## config.mk

```make
export PLATFORM = sky130hd
export DESIGN_NAME = pipe_ctrl_flat
export DESIGN_NICKNAME = d
export VERILOG_FILES = /design/src/rtl/pipe_ctrl_pkg.sv /design/src/rtl/pipe_ctrl_if.sv /design/src/rtl/pipe_perf_cnt.sv /design/src/rtl/pipe_ctrl.sv /design/src/flat_wrapper.sv
export SDC_FILE = /design/constraint.sdc
export NUM_CORES = 1
export LEC_CHECK = 0
export ABC_CLOCK_PERIOD_IN_PS = 3200
export CAP_MARGIN = 40
export CELL_PAD_IN_SITES_DETAIL_PLACEMENT = 0
export CELL_PAD_IN_SITES_GLOBAL_PLACEMENT = 2
export CORE_ASPECT_RATIO = 1.75
export CORE_MARGIN = 1.5
export CORE_UTILIZATION = 34
export DETAILED_ROUTE_END_ITERATION = 8
export MAX_ROUTING_LAYER = met4
export PLACE_DENSITY = 0.87
export SYNTH_ARGS = -nofsm -noshare
export SYNTH_HDL_FRONTEND = slang
export SYNTH_SLANG_ARGS = --single-unit
```

## constraint.sdc

```tcl
create_clock -name clk -period 3.2 [get_ports clk]
set_input_delay 0.48 -clock clk [delete_from_list [all_inputs] [get_ports clk]]
set_output_delay 0.48 -clock clk [all_outputs]
set_load 0.05 [all_outputs]
```

## src/rtl/pipe_ctrl_pkg.sv

```systemverilog
// Shared types for the pipeline stall/flush sequencer: state encoding,
// per-cycle control bundle and helpers that build the common control patterns.
package pipe_ctrl_pkg;

   localparam int CNT_W_DEF = 32;
   localparam int DCNT_W    = 3;

   typedef enum logic [2:0] {
      S_RST   = 3'd0,
      S_RUN   = 3'd1,
      S_FLUSH = 3'd2,
      S_DRAIN = 3'd3,
      S_HALT  = 3'd4,
      S_STEP  = 3'd5
   } state_e;

   typedef struct packed {
      logic if_stall;
      logic id_stall;
      logic id_clr;
      logic ex_clr;
      logic redirect;
   } ctl_t;

   // Redirect bubbles ID and EX; the fetch hold only matters while draining.
   function automatic ctl_t redirect_ctl(logic hold_if);
      ctl_t c;
      c          = '0;
      c.if_stall = hold_if;
      c.id_clr   = 1'b1;
      c.ex_clr   = 1'b1;
      c.redirect = 1'b1;
      return c;
   endfunction

   function automatic ctl_t load_use_ctl();
      ctl_t c;
      c          = '0;
      c.if_stall = 1'b1;
      c.id_stall = 1'b1;
      c.ex_clr   = 1'b1;
      return c;
   endfunction

endpackage

```

## src/rtl/pipe_ctrl_if.sv

```systemverilog
// Hazard/debug request inputs and stall/flush/status outputs of the sequencer.
interface pipe_ctrl_if #(parameter int CNT_W = 32);
   logic             i_mem_hazard;
   logic             i_branch_taken;
   logic             i_halt_req;
   logic             i_step;
   logic             i_cnt_clr;
   logic             o_if_stall;
   logic             o_id_stall;
   logic             o_id_clr;
   logic             o_ex_clr;
   logic             o_redirect;
   logic             o_halted;
   logic             o_step_done;
   logic [CNT_W-1:0] o_stall_cnt;
   logic [CNT_W-1:0] o_flush_cnt;

   modport master (
      output i_mem_hazard, i_branch_taken, i_halt_req, i_step, i_cnt_clr,
      input  o_if_stall, o_id_stall, o_id_clr, o_ex_clr, o_redirect,
             o_halted, o_step_done, o_stall_cnt, o_flush_cnt
   );

   modport slave (
      input  i_mem_hazard, i_branch_taken, i_halt_req, i_step, i_cnt_clr,
      output o_if_stall, o_id_stall, o_id_clr, o_ex_clr, o_redirect,
             o_halted, o_step_done, o_stall_cnt, o_flush_cnt
   );
endinterface

```

## src/rtl/pipe_perf_cnt.sv

```systemverilog
// Wrapping event counter; synchronous clear takes priority over increment.
module pipe_perf_cnt #(
   parameter int CNT_W = 32
) (
   input  logic             clk,
   input  logic             rst,
   input  logic             inc,
   input  logic             clr,
   output logic [CNT_W-1:0] cnt
);

   logic [CNT_W-1:0] cnt_q, cnt_d;

   always_comb begin
      cnt_d = cnt_q;
      if (clr)      cnt_d = '0;
      else if (inc) cnt_d = cnt_q + CNT_W'(1);
   end

   always_ff @(posedge clk or posedge rst) begin
      if (rst) cnt_q <= '0;
      else     cnt_q <= cnt_d;
   end

   assign cnt = cnt_q;

endmodule

```

## src/rtl/pipe_ctrl.sv

```systemverilog
// Stall/flush sequencer for the 5-stage pipeline: load-use stalls, branch
// flushes, debug halt/drain/single-step. Controls respond in the same cycle.
module pipe_ctrl
   import pipe_ctrl_pkg::*;
#(
   parameter int FLUSH_CYCLES = 1,
   parameter int DRAIN_CYCLES = 3,
   parameter int CNT_W        = CNT_W_DEF
) (
   input  logic        clk,
   input  logic        rst,
   pipe_ctrl_if.slave  bus
);

   localparam logic [DCNT_W-1:0] FL_RELOAD = DCNT_W'(FLUSH_CYCLES - 1);
   localparam logic [DCNT_W-1:0] DR_RELOAD = DCNT_W'(DRAIN_CYCLES);

   state_e            state_q, state_d;
   logic [DCNT_W-1:0] cnt_q, cnt_d;
   logic              pend_q, pend_d;
   logic              step_q, step_d;
   logic              done_q, done_d;

   ctl_t ctl;
   logic halted;
   logic stall_inc, flush_inc;
   logic pend_live;

   always_comb begin
      // A dropped request cancels any halt that was waiting for the flush to end.
      pend_live = pend_q & bus.i_halt_req;
      state_d   = state_q;
      cnt_d     = cnt_q;
      pend_d    = pend_live;
      step_d    = step_q;
      done_d    = 1'b0;
      ctl       = '0;
      halted    = 1'b0;
      stall_inc = 1'b0;
      flush_inc = 1'b0;

      unique case (state_q)
         S_RST: begin
            ctl.if_stall = 1'b1;
            ctl.id_clr   = 1'b1;
            ctl.ex_clr   = 1'b1;
            state_d      = S_RUN;
         end

         S_RUN: begin
            if (bus.i_branch_taken) begin
               ctl       = redirect_ctl(1'b0);
               flush_inc = 1'b1;
               pend_d    = pend_live | bus.i_halt_req;
               if (FLUSH_CYCLES > 1) begin
                  state_d = S_FLUSH;
                  cnt_d   = FL_RELOAD;
               end
            end else if (bus.i_mem_hazard) begin
               ctl       = load_use_ctl();
               stall_inc = 1'b1;
               pend_d    = pend_live | bus.i_halt_req;
            end else if (bus.i_halt_req | pend_live) begin
               state_d = S_DRAIN;
               cnt_d   = DR_RELOAD;
               pend_d  = 1'b0;
               step_d  = 1'b0;
            end
         end

         S_FLUSH: begin
            ctl.id_clr = 1'b1;
            pend_d     = pend_live | bus.i_halt_req;
            if (bus.i_branch_taken) begin
               ctl       = redirect_ctl(1'b0);
               flush_inc = 1'b1;
               cnt_d     = FL_RELOAD;
            end else if (cnt_q == DCNT_W'(1)) begin
               state_d = S_RUN;
            end else begin
               cnt_d = cnt_q - DCNT_W'(1);
            end
         end

         S_DRAIN: begin
            if (bus.i_branch_taken) begin
               ctl       = redirect_ctl(1'b1);
               flush_inc = 1'b1;
               cnt_d     = DR_RELOAD;
            end else if (bus.i_mem_hazard) begin
               ctl       = load_use_ctl();
               stall_inc = 1'b1;
            end else begin
               ctl.if_stall = 1'b1;
               ctl.id_clr   = 1'b1;
               if (cnt_q == DCNT_W'(1)) begin
                  state_d = S_HALT;
                  done_d  = step_q;
                  step_d  = 1'b0;
               end else begin
                  cnt_d = cnt_q - DCNT_W'(1);
               end
            end
         end

         S_HALT: begin
            ctl.if_stall = 1'b1;
            ctl.id_stall = 1'b1;
            halted       = 1'b1;
            if (!bus.i_halt_req)  state_d = S_RUN;
            else if (bus.i_step)  state_d = S_STEP;
         end

         S_STEP: begin
            if (bus.i_branch_taken) begin
               ctl       = redirect_ctl(1'b0);
               flush_inc = 1'b1;
            end else if (bus.i_mem_hazard) begin
               ctl       = load_use_ctl();
               stall_inc = 1'b1;
            end
            state_d = S_DRAIN;
            cnt_d   = DR_RELOAD;
            pend_d  = 1'b0;
            step_d  = 1'b1;
         end

         default: state_d = S_RST;
      endcase
   end

   always_ff @(posedge clk or posedge rst) begin
      if (rst) begin
         state_q <= S_RST;
         cnt_q   <= '0;
         pend_q  <= 1'b0;
         step_q  <= 1'b0;
         done_q  <= 1'b0;
      end else begin
         state_q <= state_d;
         cnt_q   <= cnt_d;
         pend_q  <= pend_d;
         step_q  <= step_d;
         done_q  <= done_d;
      end
   end

   pipe_perf_cnt #(.CNT_W(CNT_W)) u_stall_cnt (
      .clk (clk),
      .rst (rst),
      .inc (stall_inc),
      .clr (bus.i_cnt_clr),
      .cnt (bus.o_stall_cnt)
   );

   pipe_perf_cnt #(.CNT_W(CNT_W)) u_flush_cnt (
      .clk (clk),
      .rst (rst),
      .inc (flush_inc),
      .clr (bus.i_cnt_clr),
      .cnt (bus.o_flush_cnt)
   );

   assign bus.o_if_stall  = ctl.if_stall;
   assign bus.o_id_stall  = ctl.id_stall;
   assign bus.o_id_clr    = ctl.id_clr;
   assign bus.o_ex_clr    = ctl.ex_clr;
   assign bus.o_redirect  = ctl.redirect;
   assign bus.o_halted    = halted;
   assign bus.o_step_done = done_q;

endmodule
```

## src/flat_wrapper.sv

```systemverilog
// flat-port wrapper written by rule: the top's interface ports become plain ports
module pipe_ctrl_flat import pipe_ctrl_pkg::*;
#(
   parameter int FLUSH_CYCLES = 1,
   parameter int DRAIN_CYCLES = 3,
   parameter int CNT_W        = CNT_W_DEF
)
  (clk, rst, bus_i_mem_hazard, bus_i_branch_taken, bus_i_halt_req, bus_i_step, bus_i_cnt_clr, bus_o_if_stall, bus_o_id_stall, bus_o_id_clr, bus_o_ex_clr, bus_o_redirect, bus_o_halted, bus_o_step_done, bus_o_stall_cnt, bus_o_flush_cnt);
  pipe_ctrl_if #(.CNT_W(CNT_W)) bus_i ();
  input  logic clk;
  input  logic rst;
  input wire logic [$bits(bus_i.i_mem_hazard)-1:0] bus_i_mem_hazard;
  input wire logic [$bits(bus_i.i_branch_taken)-1:0] bus_i_branch_taken;
  input wire logic [$bits(bus_i.i_halt_req)-1:0] bus_i_halt_req;
  input wire logic [$bits(bus_i.i_step)-1:0] bus_i_step;
  input wire logic [$bits(bus_i.i_cnt_clr)-1:0] bus_i_cnt_clr;
  output wire logic [$bits(bus_i.o_if_stall)-1:0] bus_o_if_stall;
  output wire logic [$bits(bus_i.o_id_stall)-1:0] bus_o_id_stall;
  output wire logic [$bits(bus_i.o_id_clr)-1:0] bus_o_id_clr;
  output wire logic [$bits(bus_i.o_ex_clr)-1:0] bus_o_ex_clr;
  output wire logic [$bits(bus_i.o_redirect)-1:0] bus_o_redirect;
  output wire logic [$bits(bus_i.o_halted)-1:0] bus_o_halted;
  output wire logic [$bits(bus_i.o_step_done)-1:0] bus_o_step_done;
  output wire logic [$bits(bus_i.o_stall_cnt)-1:0] bus_o_stall_cnt;
  output wire logic [$bits(bus_i.o_flush_cnt)-1:0] bus_o_flush_cnt;
  assign bus_i.i_mem_hazard = bus_i_mem_hazard;
  assign bus_i.i_branch_taken = bus_i_branch_taken;
  assign bus_i.i_halt_req = bus_i_halt_req;
  assign bus_i.i_step = bus_i_step;
  assign bus_i.i_cnt_clr = bus_i_cnt_clr;
  assign bus_o_if_stall = bus_i.o_if_stall;
  assign bus_o_id_stall = bus_i.o_id_stall;
  assign bus_o_id_clr = bus_i.o_id_clr;
  assign bus_o_ex_clr = bus_i.o_ex_clr;
  assign bus_o_redirect = bus_i.o_redirect;
  assign bus_o_halted = bus_i.o_halted;
  assign bus_o_step_done = bus_i.o_step_done;
  assign bus_o_stall_cnt = bus_i.o_stall_cnt;
  assign bus_o_flush_cnt = bus_i.o_flush_cnt;
  pipe_ctrl #(.FLUSH_CYCLES(FLUSH_CYCLES), .DRAIN_CYCLES(DRAIN_CYCLES), .CNT_W(CNT_W)) u_core (.clk(clk), .rst(rst), .bus(bus_i));
endmodule
```

==> reports/results.ini, run 1 <==
[synth]
synth_area_leaders=dfrtp_1 (46%), nor2_1 (6.4%), xor2_1 (5.6%)
synthArstFlopShare_pct=100
synthMuxAreaShare_pct=1.70
yosys_warnings=0
yosysSeqAreaShare_pct=46.2
synth.largest_area_cell=dfrtp_1
syn_nets=437
synth_cell_types=48
synth_commonest_cells=dfrtp_1 (72), nor2_1 (67), nand3_1 (27)
synth_top_area_share_pct=46.2
synth.most_common_cell=dfrtp_1
synth_area_um2=3900
ys_seq_elements=72
synth_fa_ha_area_share_pct=1.28
post_synth_xor_area_fraction_pct=10.1
syn-instance-count=426
synth_flop_cell=dfrtp_1
synth-compound-area-share_pct=8.69
synthSimpleGateAreaFrac_pct=29.1
avgSynthCellArea_um2=9.16
synth_top_family_by_area=simple AND/OR/NAND/NOR gates
synth_edf_count=0

[grt]
grt_max_degree=73
grt_pass1_wl_mm=17.1
grt_pass1_vias=3431
grt_antenna_before_repair=0
track_usage_pct=18.2
grt_remaining_overflow=0

[pwr]
p_per_area_nw_per_um2=473
peakVddDrop_uv=281
leakagePower_nw=2.07

[critical_path]
end_kind=primary output
cp.required_ns=2.72
cp_max_fo=9
arrival_ns=2.27
critPathLaunchType=input port
path_class=in -> out

[cells_and_area]
synthToLayoutAreaGrowth_pct=31.0
final_util_pct=45.8
drive_above_1_share_pct=6.88
fillers=1083
fin_area_um2=5110
antenna_cells=0
nets=517

[clocking]
cts_buffers=9
h-tree-depth=3
cts.clk_slew.worst_paths_ns=0.05
root_buffer=clkbuf_16
postCtsSetupBuffers=0
ctsResizeCount=0
cts_hold_buf=0
clock_sinks=72
clk_latency_ns=0.33
clk_path_buf_depth=2
cts_tree=done

[drt]
drt-pass1-iter-count=6
wl_per_cell_um=16.0
antenna_left=0
wl_mm=10.3
drt_iter0_drc=144
dr_total_vias=3454
drc=0
routed_via_density=5.39

[placement]
dp_slack_ns=0.457
place_area_um2=4860
gp_congestion=0.795
io_buffers=77
post-dp-hpwl_mm=7.16

[timing]
max_freq_mhz=363
setup_viol=0
setup_ws_ns=0.447
finalHoldViolCount=0
final-max-slew-violation-count=0
period_share_pct=86.0
finClkSkew_ns=0.00611
period_needed_ns=2.75
relSlewSlack_pct=52.1
finalSetupTns_ns=0
worst_pin_slew_ns=0.719
rsz0062_at_grt=no

[status]
status=finished, final reports clean

[floorplan]
fp.dieH_um=145
die-area_um2=12200
die_w_um=84.0
row_count=51
initial_core_util_pct=34.9
core_area_um2=11200
ios=78

[hold_path]
hold_path_class=reg -> reg

[job]
cap_violations=0

-- flip-flops by register name (all words and copies together) (netlist names) --
name                    flops
u_core.bus.o_step_done      1
u_core.cnt_q                3
u_core.state_q              3
u_core.step_q               1
u_core.u_flush_cnt.cnt     32
u_core.u_stall_cnt.cnt     32
-- cell families after synthesis --
kind of cell / Yosys count
AND/OR/NAND/NOR: 215
flip-flops: 72
AO/OA/AOI/OAI: 57
XOR/XNOR: 45
buffers and inverters: 27
multiplexers: 6
adder cells (fa/ha/maj): 4
-- metal layers --
layer / track usage (%) / vias to the layer above / part of all wire [%]
met5: - / - / 0
met4: 6.73 / 0 / 1.5
met3: 2.67 / 10 / 2.5
met2: 33.3 / 67 / 55
met1: 19.9 / 1710 / 41
li1: - / 1667 / -
-- cell type report --
type / instances / area, um^2 / area share (%)
inverter: 9 / 33.8 / 0.661
clock inverter: 1 / 5.00 / 0.0979
tap: 132 / 165 / 3.23
multi-input combinational: 327 / 1990 / 38.9
clock buffer: 13 / 250 / 4.89
timing repair buffer: 87 / 871 / 17.0
sequential: 72 / 1800 / 35.2
-- report_power, final --
part | switching, mW | total [mW] | internal (mW)
Clock | 0.357 | 0.893 | 0.537
Sequential | 0.0621 | 1.01 | 0.949
Combinational | 0.328 | 0.516 | 0.188
Total | 0.747 | 2.42 | 1.67
-- final timing paths --
path,cells past startpoint,startpoint,slack [ns],to
worst max-delay path,5,bus_i_branch_taken,0.45,bus_o_if_stall
max in group asynchronous,3,rst,2.34,u_core.u_flush_cnt.cnt[18]
worst min register to register,2,u_core.step_q,0.51,u_core.bus.o_step_done
min in group asynchronous,3,rst,0.57,u_core.u_flush_cnt.cnt[16]
worst min-delay path,2,u_core.step_q,0.51,u_core.bus.o_step_done
worst max register to register,5,u_core.u_stall_cnt.cnt[5],1.01,u_core.u_stall_cnt.cnt[25]
-- worst max-delay path, stage by stage --
cell	delay, ns
clkdlybuf4s50_1	0.55
inv_1	0.21
a21oi_1	0.09
a21oi_1	0.12
clkdlybuf4s50_1	0.82
-- cell usage in the layout, fill, tap and decap left out, drive strengths merged, types with 2 or more instances in the layout --
| master | instances |
|---|---|
| and2 | 4 |
| and3 | 7 |
| and4 | 7 |
| clkdlybuf4s50 | 73 |
| inv | 9 |
| buf | 14 |
| mux2 | 5 |
| nor2 | 67 |
| nand3 | 27 |
| or3 | 11 |
| a22oi | 2 |
| nand2 | 25 |
| o21ai | 17 |
| xnor2 | 20 |
| nand2b | 4 |
| o31ai | 2 |
| xor2 | 25 |
| ha | 4 |
| a21o | 3 |
| or4 | 2 |
| nand3b | 2 |
| dfrtp | 72 |
| nor3 | 15 |
| clkbuf | 13 |
| a221oi | 2 |
| nand4 | 23 |
| nor2b | 5 |
| nor4 | 10 |
| a21oi | 24 |
-- through the flow --
step	power [mW]	cells	hold slack [ns]
floorplan	1.37	426	0.471
global placement	1.54	627	0.491
detailed placement	1.54	627	0.509
CTS	2.45	641	0.522
global route	2.53	641	0.526
finish	2.42	641	0.511
Power figures use the tool's default switching activity.
==> run 2: changes to the inputs <==
Settings changed: CTS_CLUSTER_SIZE from default to 28, REMOVE_ABC_BUFFERS from default to 1.
==> run 2 against run 1 <==
Net effect: core utilization decreased by 0.26 points; sequential share of layout area increased by 0.20 points; largest cell class unchanged; clock skew increased by 0.0022 ns; critical path type is now reg -> out; clock-buffer cell count decreased by 1; combinational power decreased by 8.1%; sequential power about the same; first-iteration DRC count increased by 10%; die area unchanged.
==> reports/results.ini, run 2 (synthesis results as in run 1) <==
[grt]
grt_antenna_before_repair=0
track_usage_pct=18.4
grt_remaining_overflow=0
grt_pass1_wl_mm=17.2
grt_max_degree=73
grt_pass1_vias=3417

[critical_path]
max_stage_delay_ns=0.81
arrival_ns=2.36
end_kind=primary output
cp_max_fo=19
critPathLaunchType=flop
critPathSlowestCell=clkdlybuf4s50_1
cp_cell_sequence=nor2_1, and2_1, clkdlybuf4s50_1
path_class=reg -> out
cp.required_ns=2.72
crit_family=buffers and inverters
crit_buf_inv=1

[placement]
dp_slack_ns=0.476
place_area_um2=4820
gp_congestion=0.808
post-dp-hpwl_mm=7.21
io_buffers=77

[cells_and_area]
multi_input_area_um2=1990
final_common_cell=clkdlybuf4s50_1
synthToLayoutAreaGrowth_pct=30.3
nets=514
seq_area_um2=1800
final_util_pct=45.5
fin_area_um2=5080
fillers=1092
drive_above_1_share_pct=6.53
layout_common_cells=clkdlybuf4s50_1 (73), dfrtp_1 (72), nor2_1 (67), nand3_1 (27)
antenna_cells=0

[timing]
max_freq_mhz=352
worst_pin_slew_ns=0.741
setup_viol=0
setup_ws_ns=0.358
rsz0062_at_grt=no
period_share_pct=88.8
relSlewSlack_pct=50.6
finalSetupTns_ns=0
period_needed_ns=2.84
final-max-slew-violation-count=0
finClkSkew_ns=0.00832
finalHoldViolCount=0

[clocking]
postCtsSetupBuffers=0
clk_path_buf_depth=2
ctsResizeCount=0
cts.clk_slew.worst_paths_ns=0.06
clock_sinks=72
cts_hold_buf=0
root_buffer=clkbuf_16
cts_buffers=9
cts_tree=done
clk_latency_ns=0.33
h-tree-depth=3

[hold_path]
hold_path_class=reg -> reg

[drt]
dr_total_vias=3454
drt-pass1-iter-count=4
routed_via_density=5.42
wl_per_cell_um=16.1
wl_mm=10.3
antenna_left=0
drt_iter0_drc=159
drc=0

[pwr]
peakVddDrop_uv=432
leakagePower_nw=2.05
p_per_area_nw_per_um2=475

[floorplan]
fp.dieH_um=145
die-area_um2=12200
row_count=51
core_area_um2=11200
initial_core_util_pct=34.9
ios=78
die_w_um=84.0

[status]
status=finished, final reports clean

[job]
cap_violations=0

## run 2: cell type report
type | count | share of cell area [%]
Clock buffer | 12 | 5.04
Clock inverter | 1 | 0.0984
Inverter | 9 | 0.664
Multi-Input combinational cell | 327 | 39.1
Sequential cell | 72 | 35.4
Tap cell | 132 | 3.25
Timing Repair Buffer | 84 | 16.4
## run 2: path summary, 6_finish.rpt
path	start	endpoint	slack (ns)	cells past startpoint
max	u_core.state_q[1]	bus_o_halted	0.36	3
min in group asynchronous	rst	u_core.cnt_q[1]	0.53	3
max in group asynchronous	rst	u_core.u_flush_cnt.cnt[20]	2.32	3
min	u_core.step_q	u_core.bus.o_step_done	0.51	2
min reg2reg	u_core.step_q	u_core.bus.o_step_done	0.51	2
max reg2reg	u_core.u_stall_cnt.cnt[4]	u_core.u_stall_cnt.cnt[25]	1.01	5
## run 2: metrics by stage
stage / hold slack (ns) / power [mW] / cells
CTS: 0.528 / 2.44 / 637
floorplan: 0.471 / 1.34 / 408
finish: 0.513 / 2.42 / 637
detailed placement: 0.517 / 1.52 / 624
global route: 0.547 / 2.52 / 637
global placement: 0.497 / 1.52 / 624
## run 2: where the power goes
group | internal, mW | switching [mW] | leakage [nW]
Sequential | 0.948 | 0.0793 | 0.988
Clock | 0.553 | 0.361 | 0.130
Combinational | 0.167 | 0.307 | 0.932
Total | 1.67 | 0.748 | 2.05
## run 2: per-layer routing
metal / GRT usage [%] / part of all wire (%) / up-vias
met5: - / 0 / -
met1: 20.7 / 41 / 1723
met4: 5.69 / 1.1 / 0
met3: 3.46 / 2.6 / 11
met2: 33.1 / 55 / 57
li1: - / - / 1663
## run 2: worst register-to-register path, stage by stage (launching register included)
cell and delay [ns]:
dfrtp_1 0.45, nand4_2 0.25, nor3_2 0.40, nand4_1 0.25, nor4_1 0.37, mux2_1 0.35
